--- src/rtl/rv_execute_pkg.sv ---
// rv_execute_pkg: shared types and helpers for the RISC-V execute stage.
package rv_execute_pkg;

   typedef enum logic [4:0] {
      ALU_ADD, ALU_SUB, ALU_SLL, ALU_SLT, ALU_SLTU, ALU_XOR, ALU_SRL, ALU_SRA,
      ALU_OR, ALU_AND, ALU_LUI_PASS,
      ALU_MUL, ALU_MULH, ALU_MULHSU, ALU_MULHU, ALU_DIV, ALU_DIVU, ALU_REM, ALU_REMU
   } t_alu_op;

   typedef enum logic [2:0] {
      BR_NONE, BR_BEQ, BR_BNE, BR_BLT, BR_BGE, BR_BLTU, BR_BGEU
   } t_br_type;

   typedef struct packed {
      logic       valid_Q102H;
      t_alu_op    alu_op_Q102H;
      logic       sel_a_pc_Q102H;
      logic       sel_b_imm_Q102H;
      t_br_type   br_type_Q102H;
      logic       is_jal_Q102H;
      logic       is_jalr_Q102H;
      logic [4:0] reg_src1_Q102H;
      logic [4:0] reg_src2_Q102H;
      logic       ready_Q103H;
   } t_exe_ctrl;

   function automatic logic is_mdu(input t_alu_op op);
      return op >= ALU_MUL;
   endfunction

   // MEM-stage result wins over WB; x0 never forwards
   function automatic logic [31:0] fwd(input logic [4:0] src, rd3, input logic we3, input logic [31:0] d3,
                                       input logic [4:0] rd4, input logic we4, input logic [31:0] d4, rf);
      return (src == 5'd0) ? 32'd0 :
             (we3 && rd3 != 5'd0 && rd3 == src) ? d3 :
             (we4 && rd4 != 5'd0 && rd4 == src) ? d4 : rf;
   endfunction

endpackage

--- src/rtl/rv_mdu.sv ---
// rv_mdu: iterative 32-cycle multiply/divide unit; only built with RV_EXE_MDU_EN.
`ifdef RV_EXE_MDU_EN
module rv_mdu import rv_execute_pkg::*; (
   input  logic        clk,
   input  logic        rst,
   input  logic        start,
   input  t_alu_op     op,
   input  logic [31:0] a,
   input  logic [31:0] b,
   input  logic        ready,
   output logic        busy,
   output logic [31:0] result
);
   typedef enum logic [1:0] {IDLE, BUSY, DONE} t_state;
   t_state      state, state_next;
   t_alu_op     op_q;
   logic [31:0] hi, lo, d, ma, mb;
   logic [4:0]  cnt;
   logic        neg_q, neg_r, sa, sb;
   logic [32:0] sum, trial;
   logic [63:0] prod;
   always_ff @(posedge clk)
      state <= rst ? IDLE : state_next;
   always_comb
      state_next = (state == IDLE && start) ? BUSY :
                   (state == BUSY && cnt == 5'd31) ? DONE :
                   (state == DONE && ready) ? IDLE : state;
   always_comb
      busy = (state == IDLE && start) || state == BUSY;
   always_comb begin
      sa    = op inside {ALU_MULH, ALU_MULHSU, ALU_DIV, ALU_REM};
      sb    = op inside {ALU_MULH, ALU_DIV, ALU_REM};
      ma    = (sa && a[31]) ? -a : a;
      mb    = (sb && b[31]) ? -b : b;
      sum   = {1'b0, hi} + (lo[0] ? {1'b0, d} : 33'd0);
      trial = {hi, lo[31]} - {1'b0, d};
      prod  = neg_q ? -{hi, lo} : {hi, lo};
   end
   // magnitudes in hi:lo, sign restored at the end; quotient by zero stays all-ones
   always_comb
      result = (op_q == ALU_MUL) ? prod[31:0] :
               (op_q < ALU_DIV) ? prod[63:32] :
               (op_q inside {ALU_DIV, ALU_DIVU}) ? ((d == 32'd0) ? 32'hFFFF_FFFF : neg_q ? -lo : lo) :
               neg_r ? -hi : hi;
   always_ff @(posedge clk) begin
      if (rst) begin
         cnt <= '0;
      end else if (state == IDLE && start) begin
         op_q  <= op;
         hi    <= '0;
         lo    <= ma;
         d     <= mb;
         neg_q <= (sa & a[31]) ^ (sb & b[31]);
         neg_r <= sa & a[31];
         cnt   <= '0;
      end else if (state == BUSY) begin
         cnt <= cnt + 5'd1;
         hi  <= (op_q >= ALU_DIV) ? (trial[32] ? {hi[30:0], lo[31]} : trial[31:0]) : sum[32:1];
         lo  <= (op_q >= ALU_DIV) ? {lo[30:0], ~trial[32]} : {sum[0], lo[31:1]};
      end
   end
endmodule
`endif

--- src/rtl/rv_execute.sv ---
// rv_execute: execute stage with forwarding, ALU, branch resolution and Q103H register.
// Optional iterative multiply/divide unit enabled by RV_EXE_MDU_EN.
module rv_execute import rv_execute_pkg::*; #(
   parameter logic [31:0] RESET_PC = 32'h0000_0000
) (
   input  logic        clk,
   input  logic        rst,
   input  t_exe_ctrl   ctrl,
   input  logic [31:0] pc_Q102H,
   input  logic [31:0] imm_Q102H,
   input  logic [31:0] reg_data1_Q102H,
   input  logic [31:0] reg_data2_Q102H,
   input  logic [4:0]  rd_Q103H,
   input  logic        reg_write_en_Q103H,
   input  logic [31:0] fwd_data_Q103H,
   input  logic [4:0]  rd_Q104H,
   input  logic        reg_write_en_Q104H,
   input  logic [31:0] wb_data_Q104H,
   output logic        branch_taken_Q102H,
   output logic [31:0] branch_target_Q102H,
   output logic [31:0] alu_out_Q103H,
   output logic [31:0] store_data_Q103H,
   output logic        valid_Q103H,
   output logic        mdu_busy_Q102H
);
   logic [31:0] rs1, rs2, op_a, op_b, alu, res, pc_plus4_Q103H;
   logic        cond, jump;
   always_comb begin
      rs1  = fwd(ctrl.reg_src1_Q102H, rd_Q103H, reg_write_en_Q103H, fwd_data_Q103H,
                 rd_Q104H, reg_write_en_Q104H, wb_data_Q104H, reg_data1_Q102H);
      rs2  = fwd(ctrl.reg_src2_Q102H, rd_Q103H, reg_write_en_Q103H, fwd_data_Q103H,
                 rd_Q104H, reg_write_en_Q104H, wb_data_Q104H, reg_data2_Q102H);
      op_a = ctrl.sel_a_pc_Q102H ? pc_Q102H : rs1;
      op_b = ctrl.sel_b_imm_Q102H ? imm_Q102H : rs2;
      jump = ctrl.is_jal_Q102H | ctrl.is_jalr_Q102H;
   end
   always_comb begin
      case (ctrl.alu_op_Q102H)
         ALU_ADD:      alu = op_a + op_b;
         ALU_SUB:      alu = op_a - op_b;
         ALU_SLL:      alu = op_a << op_b[4:0];
         ALU_SLT:      alu = {31'd0, $signed(op_a) < $signed(op_b)};
         ALU_SLTU:     alu = {31'd0, op_a < op_b};
         ALU_XOR:      alu = op_a ^ op_b;
         ALU_SRL:      alu = op_a >> op_b[4:0];
         ALU_SRA:      alu = $signed(op_a) >>> op_b[4:0];
         ALU_OR:       alu = op_a | op_b;
         ALU_AND:      alu = op_a & op_b;
         ALU_LUI_PASS: alu = op_b;
         default:      alu = 32'd0;
      endcase
   end
   always_comb begin
      case (ctrl.br_type_Q102H)
         BR_BEQ:  cond = rs1 == rs2;
         BR_BNE:  cond = rs1 != rs2;
         BR_BLT:  cond = $signed(rs1) < $signed(rs2);
         BR_BGE:  cond = $signed(rs1) >= $signed(rs2);
         BR_BLTU: cond = rs1 < rs2;
         BR_BGEU: cond = rs1 >= rs2;
         default: cond = 1'b0;
      endcase
   end
   always_comb begin
      branch_target_Q102H = ctrl.is_jalr_Q102H ? ((rs1 + imm_Q102H) & ~32'h1) : pc_Q102H + imm_Q102H;
      branch_taken_Q102H  = ctrl.valid_Q102H & (jump | cond) & ~mdu_busy_Q102H;
   end
`ifdef RV_EXE_MDU_EN
   logic [31:0] mdu_result;
   rv_mdu u_mdu (
      .clk    (clk),
      .rst    (rst),
      .start  (ctrl.valid_Q102H & is_mdu(ctrl.alu_op_Q102H)),
      .op     (ctrl.alu_op_Q102H),
      .a      (rs1),
      .b      (rs2),
      .ready  (ctrl.ready_Q103H),
      .busy   (mdu_busy_Q102H),
      .result (mdu_result)
   );
   assign res = is_mdu(ctrl.alu_op_Q102H) ? mdu_result : alu;
`else
   assign mdu_busy_Q102H = 1'b0;
   assign res = alu;
`endif
   always_ff @(posedge clk) begin
      if (rst) begin
         alu_out_Q103H    <= '0;
         store_data_Q103H <= '0;
         valid_Q103H      <= 1'b0;
         pc_plus4_Q103H   <= RESET_PC;
      end else if (ctrl.ready_Q103H) begin
         alu_out_Q103H    <= jump ? pc_Q102H + 32'd4 : res;
         store_data_Q103H <= rs2;
         valid_Q103H      <= ctrl.valid_Q102H & ~mdu_busy_Q102H;
         pc_plus4_Q103H   <= pc_Q102H + 32'd4;
      end
   end
endmodule
--- config.mk ---
export PLATFORM = sky130hd
export DESIGN_NAME = rv_execute
export DESIGN_NICKNAME = d
export VERILOG_FILES = /design/src/rtl/rv_execute_pkg.sv /design/src/rtl/rv_mdu.sv /design/src/rtl/rv_execute.sv
export SDC_FILE = /design/constraint.sdc
export NUM_CORES = 1
export LEC_CHECK = 0
export ABC_CLOCK_PERIOD_IN_PS = 8450
export CELL_PAD_IN_SITES_DETAIL_PLACEMENT = 1
export CELL_PAD_IN_SITES_GLOBAL_PLACEMENT = 2
export CORE_ASPECT_RATIO = 1.4
export CORE_MARGIN = 2
export CORE_UTILIZATION = 30
export CTS_CLUSTER_SIZE = 8
export DETAILED_ROUTE_END_ITERATION = 10
export GPL_TIMING_DRIVEN = 0
export PLACE_DENSITY_LB_ADDON = 0.1
export REMOVE_ABC_BUFFERS = 1
export SLEW_MARGIN = 25
export SYNTH_ARGS = -nofsm -noshare
export SYNTH_HDL_FRONTEND = slang
export SYNTH_HIERARCHICAL = 1
export SYNTH_SLANG_ARGS = --single-unit
--- constraint.sdc ---
create_clock -name clk -period 8.45 [get_ports clk]
set_input_delay 1.2675 -clock clk [delete_from_list [all_inputs] [get_ports clk]]
set_output_delay 1.2675 -clock clk [all_outputs]
set_load 0.05 [all_outputs]
== Word level (Yosys, flattened, before mapping) ==
Cells that the tools add are included.
Widths: inputs -> output; s select.

* Register bits after elaboration: 65
* Input port bits: 230
* Output and inout port bits: 99

* $add $sub $neg: 5
* $lt $le $gt $ge: 6
* Equality and inequality tests: 22
* Shifts and indexed selects: 3
* Multiplexer cells: 12
* Bitwise operators: 6
* Reductions and logical operators: 11

{| class="wikitable"
|+ Operators by type and width
! cell !! count
|-
| $pmux 32 s11 || 1
|-
| $mux 32 || 10
|-
| $lt 32x32->1 || 4
|-
| $add 32x32->32 || 3
|-
| $ge 32x32->1 || 2
|-
| $add 32x3->32 const B || 1
|-
| $and 32x32->32 || 1
|-
| $eq 32x32->1 || 1
|-
| $ne 32x32->1 || 1
|-
| $or 32x32->32 || 1
|-
| $shl 32x5->32 || 1
|-
| $shr 32x5->32 || 1
|-
| $sshr 32x5->32 || 1
|-
| $sub 32x32->32 || 1
|-
| $xor 32x32->32 || 1
|-
| $eq 5x3->1 const B || 4
|-
| $eq 5x5->1 || 4
|-
| $eq 5x4->1 const B || 3
|-
| $logic_not 5->1 || 3
|-
| $eq 5x2->1 const B || 2
|-
| $reduce_bool 5->1 || 2
|-
| $eq 3x3->1 const B || 3
|-
| $eq 3x2->1 const B || 2
|-
| $logic_and 1x1->1 || 6
|-
| 5 further kinds || 6
|}

== Logic depth before layout (Yosys ltp) ==
* Word-level depth: 10
* Mapped depth: 27

== Worst setup path before layout ==
OpenSTA, ideal clock, no wires.

* Path kind: input -> output
* Start: input rd_Q103H[1]
* End: output branch_taken_Q102H
* Data arrival time: 5.865 ns
* Setup slack: 1.318 ns
* Cell stages on the path: 18
* Path buffers: 5
* Cell sequence: or4_1 o21ai_1 or4_1 buf_2 buf_2 buf_2 buf_2 buf_1 o211ai_1 ha_1 nand4_1 nor2_1 nand2_1 nor3_1 nand3_1 a221oi_1 nand2_1 a221oi_1

* Longest elaborated chain between the ends: 9

{| class="wikitable"
|+ RTL lines
! what !! RTL line !! RTL
|-
| start: declaration || rv_execute.sv:13 || <nowiki>input logic [4:0] rd_Q103H,</nowiki>
|-
| $reduce_bool 5->1 || rv_execute_pkg.sv:35 || <nowiki>(we3 && rd3 != 5'd0 && rd3 == src) ? d3 :</nowiki>
|-
| $logic_and 1x1->1 (2 in a row) || rv_execute_pkg.sv:35 ||
|-
| $mux 32 || rv_execute_pkg.sv:35 ||
|-
| $mux 32 || rv_execute_pkg.sv:34 || <nowiki>return (src == 5'd0) ? 32'd0 :</nowiki>
|-
| $ge 32x32->1, or another cell as far along || rv_execute.sv:60 || <nowiki>BR_BGEU: cond = rs1 >= rs2;</nowiki>
|-
| $pmux 1 s6 * || rv_execute.sv:54 || <nowiki>case (ctrl.br_type_Q102H)</nowiki>
|-
| $or 1x1->1 * || rv_execute.sv:66 || <nowiki>branch_taken_Q102H = ctrl.valid_Q102H & (jump | cond) & ~mdu_busy_Q102H;</nowiki>
|-
| $and 1x1->1 * || rv_execute.sv:66 ||
|-
| end: declaration || rv_execute.sv:19 || <nowiki>output logic branch_taken_Q102H,</nowiki>
|}

Mark *: on every way between the ends. The rest lies on a longest branch, timed or not.

== Worst setup path after layout ==
* Start: input rd_Q103H[1]
* End: output branch_target_Q102H[31]

* Longest elaborated chain between the ends: 7

{| class="wikitable"
|+ RTL lines
! what !! RTL line !! RTL
|-
| $reduce_bool 5->1 || rv_execute_pkg.sv:35 ||
|-
| $logic_and 1x1->1 || rv_execute_pkg.sv:35 ||
|-
| $logic_and 1x1->1 * || rv_execute_pkg.sv:35 ||
|-
| $mux 32 * || rv_execute_pkg.sv:35 ||
|-
| $mux 32 * || rv_execute_pkg.sv:34 ||
|-
| $add 32x32->32 * || rv_execute.sv:65 || <nowiki>branch_target_Q102H = ctrl.is_jalr_Q102H ? ((rs1 + imm_Q102H) & ~32'h1) : pc_Q102H + imm_Q102H;</nowiki>
|-
| $mux 32 * || rv_execute.sv:65 ||
|-
| end: declaration || rv_execute.sv:20 || <nowiki>output logic [31:0] branch_target_Q102H,</nowiki>
|}

Marks and branches as above.

==> qor.csv <==
metric;value;unit
Cell Count Post-Placement;3813;
DP HPWL;92.7;mm
crit-path max FO;18;
Core Footprint;62200;µm²
DP Worst Slack;-1.08;ns
root buffer cell;clkbuf_16;
Yosys Warn Count;6;
Final Max Tran Viols;0;
drt via density;6.20;
Hold Path Class;reg -> reg;
final setup vio count;0;
Post-CTS Hold Buffers;0;
Seq/Total Area, Yosys;0.0689;
Post-synth EDFFs;0;
Worst Setup Start Kind;primary input;
critical path's most frequent cell;a21o_1;
clk_skew;0;ns
die height;301;µm
post-synth top area share;0.129;
Critical Path RT;7.18;ns
total number of vias;23800;
Critical Path End Type;primary output;
final cell count without fillers;3836;
CTS tree;done;
Synth cell types;104;
minimum clock period;8.22;ns
Avg Cell Area, Syn;6.72;µm²
final wirelength;114;mm
worst setup margin;0.230;ns
largest net degree at the start of global routing;62;
GRT Total Usage;0.340;
crit-path cells;clkdlybuf4s50_1 -> or4_1 -> o211ai_4 -> buf_16 -> or2_4 -> buf_4 -> a31oi_1 -> and2_1 -> ha_1 -> a21oi_1 -> o21ai_0 -> a21o_1 -> a21o_1 -> a21o_1 -> a21o_1 -> a21o_1 -> o21a_1 -> a31oi_2 -> a21oi_1 -> a2111oi_2 -> xnor2_1 -> clkdlybuf4s18_2;
die area;65000;µm²
final-layout fill cell count;7839;
VDD IR-drop max;0.0914;mV
cell row count;108;
Tcrit/Tclk final;0.973;
P&R area growth vs syn;25.0;%
FMAX;122;MHz
initial antenna violation count;6;
slowest stage delay, CP;0.62;ns
Final nets;3431;
CTS Buffer Depth;2;
cell taking the most area after synthesis;ha_1;
Initial Util;0.304;
fraction of layout cells with a size suffix above 1;0.0552;
routability cong.;0.996;
Max-Cap Viols;0;
pwr/cell area;127;nW/µm²
synth top area cells;ha_1 (13%), mux2i_1 (9.2%), dfxtp_1 (6.9%);
first-pass GRT wire length;165;mm
Pleak;9.49;nW
max_slew headroom;0.255;
clock latency on the worst-skew pair;0.41;ns
antenna-violating nets left;0;
Post-Synthesis Cells;2810;
Iter 0 DRT Violations;1566;
status;finished clean;
predominant post-synthesis flop cell;dfxtp_1;
IO Count;329;
Critical Path AT;6.95;ns
Final Hold Vio Count;0;
htree depth;3;
I/O Buffers;327;
vias in the first global route;24500;
clock slew at reported path FFs;0.07;ns
slew at the pin with the worst max-slew slack;1.12;ns
Die Width;216;µm
drt wl/cell;29.8;µm
first drt pass iteration count;5;
FFs w/ async S/R, synth;0;
slowest CP cell;or4_1;
Cell Area, Synth;18900;µm²
clock sinks;65;
total grt overflow;0;
drt drc;0;
#FFs+latches synth;65;
Crit Path Class;in -> out;
unrepaired setup endpoints after global routing;no;
number of CTS-inserted buffers;9;
==> stage by stage <==
step | TNS, ns | area (µm²) | power, mW | hold WS, ns | utilization
3_5_place_dp | -13.41 | 23200 | 2.47 | 0.471 | 0.374
6_report | 0 | 23600 | 2.99 | 0.483 | 0.380
4_1_cts | 0 | 23600 | 2.97 | 0.484 | 0.379
2_1_floorplan | -46.67 | 18100 | 1.63 | 0.688 | -
3_3_place_gp | -298.52 | 22400 | 2.42 | 0.461 | 0.360
5_1_grt | 0 | 23600 | 3.14 | 0.498 | 0.380
==> synthesized netlist by cell type (all sizes together) (70+ instances only) <==
master  number
a21oi      233
buf         70
clkbuf     116
ha         195
inv        121
mux2i      176
nand2      247
nand3      122
nor2       319
nor3        85
o21ai      208
xnor2       74
==> report_power, final <==
part | internal [mW] | switching, mW | leakage (nW)
combinational | 0.744 | 1.42 | 8.80
sequential | 0.328 | 0.0140 | 0.536
clock | 0.268 | 0.222 | 0.151
==> placed cells by master, fill, tap and decap left out, types with 43 or more instances in the layout <==
master and n:
a211oi_1 43, a21o_1 56, a21oi_1 233, a31oi_1 58, clkdlybuf4s50_1 307, dfxtp_1 65, ha_1 195, inv_1 107
mux2i_1 174, nand2_1 242, nand3_1 122, nor2_1 310, nor3_1 81, o211ai_1 44, o21ai_0 164, o21ai_1 44
xnor2_1 74
==> metal layers <==
| metal | routed length, µm | GRT usage | vias to the layer above |
|---|---|---|---|
| li1 | - | - | 10800 |
| met1 | 46800 | 0.407 | 11800 |
| met2 | 55100 | 0.591 | 852 |
| met3 | 5270 | 0.0349 | 248 |
| met4 | 7000 | 0.195 | 6 |
| met5 | 46 | 0 | - |
==> worst max-delay path, delay by kind of cell <==
kind	cells	cell delay [ns]
xor gates and xnor gates	1	0.17
buffers and inverters	4	1.34
and+or+nand+nor	3	1.05
AOI/OAI and AO/OA	13	2.71
adders and majority gates	1	0.38
==> kinds of logic after synthesis <==
logic type | after synthesis | synth area share
buffers and inverters | 309 | 0.0673
muxes | 183 | 0.0989
and+or+nand+nor | 981 | 0.241
other | 1 | 0.000198
AOI/OAI and AO/OA | 958 | 0.338
xor gates and xnor gates | 113 | 0.0524
DFF | 65 | 0.0689
adders and majority gates | 200 | 0.133
==> final timing paths <==
check	startpoint	slack (ns)	to	cells after the start
max	rd_Q103H[1]	0.23	branch_target_Q102H[31]	22
max reg2reg	alu_out_Q103H[9]$_SDFFE_PP0P_	7.38	alu_out_Q103H[9]$_SDFFE_PP0P_	4
min	alu_out_Q103H[6]$_SDFFE_PP0P_	0.48	alu_out_Q103H[6]$_SDFFE_PP0P_	2
min reg2reg	alu_out_Q103H[6]$_SDFFE_PP0P_	0.48	alu_out_Q103H[6]$_SDFFE_PP0P_	2
==> sequential cells by signal (all words and copies together), names as in the netlist <==
register          cells
store_data_Q103H     32
alu_out_Q103H        32
valid_Q103H           1
==> area by class of cell <==
type	count	area, µm²	area share
antenna	3	7.51	0.000318
clock buffer	10	239	0.0101
multi-input combinational	2436	16500	0.701
clock inverter	6	91.3	0.00387
timing repair buffer	368	3930	0.166
sequential	65	1300	0.0551
inverter	123	474	0.0201
tap	825	1030	0.0437
==> what timing repair did <==
| action | 4_1_cts | 5_1_grt |
|---|---|---|
| gates cloned | 0 | 0 |
| gates resized for setup | 18 | 24 |
| setup buffers | 2 | 1 |
| pin swaps | 2 | 1 |
| endpoints found under the setup margin | 25 | 17 |
(Power assumes the default switching activity.)
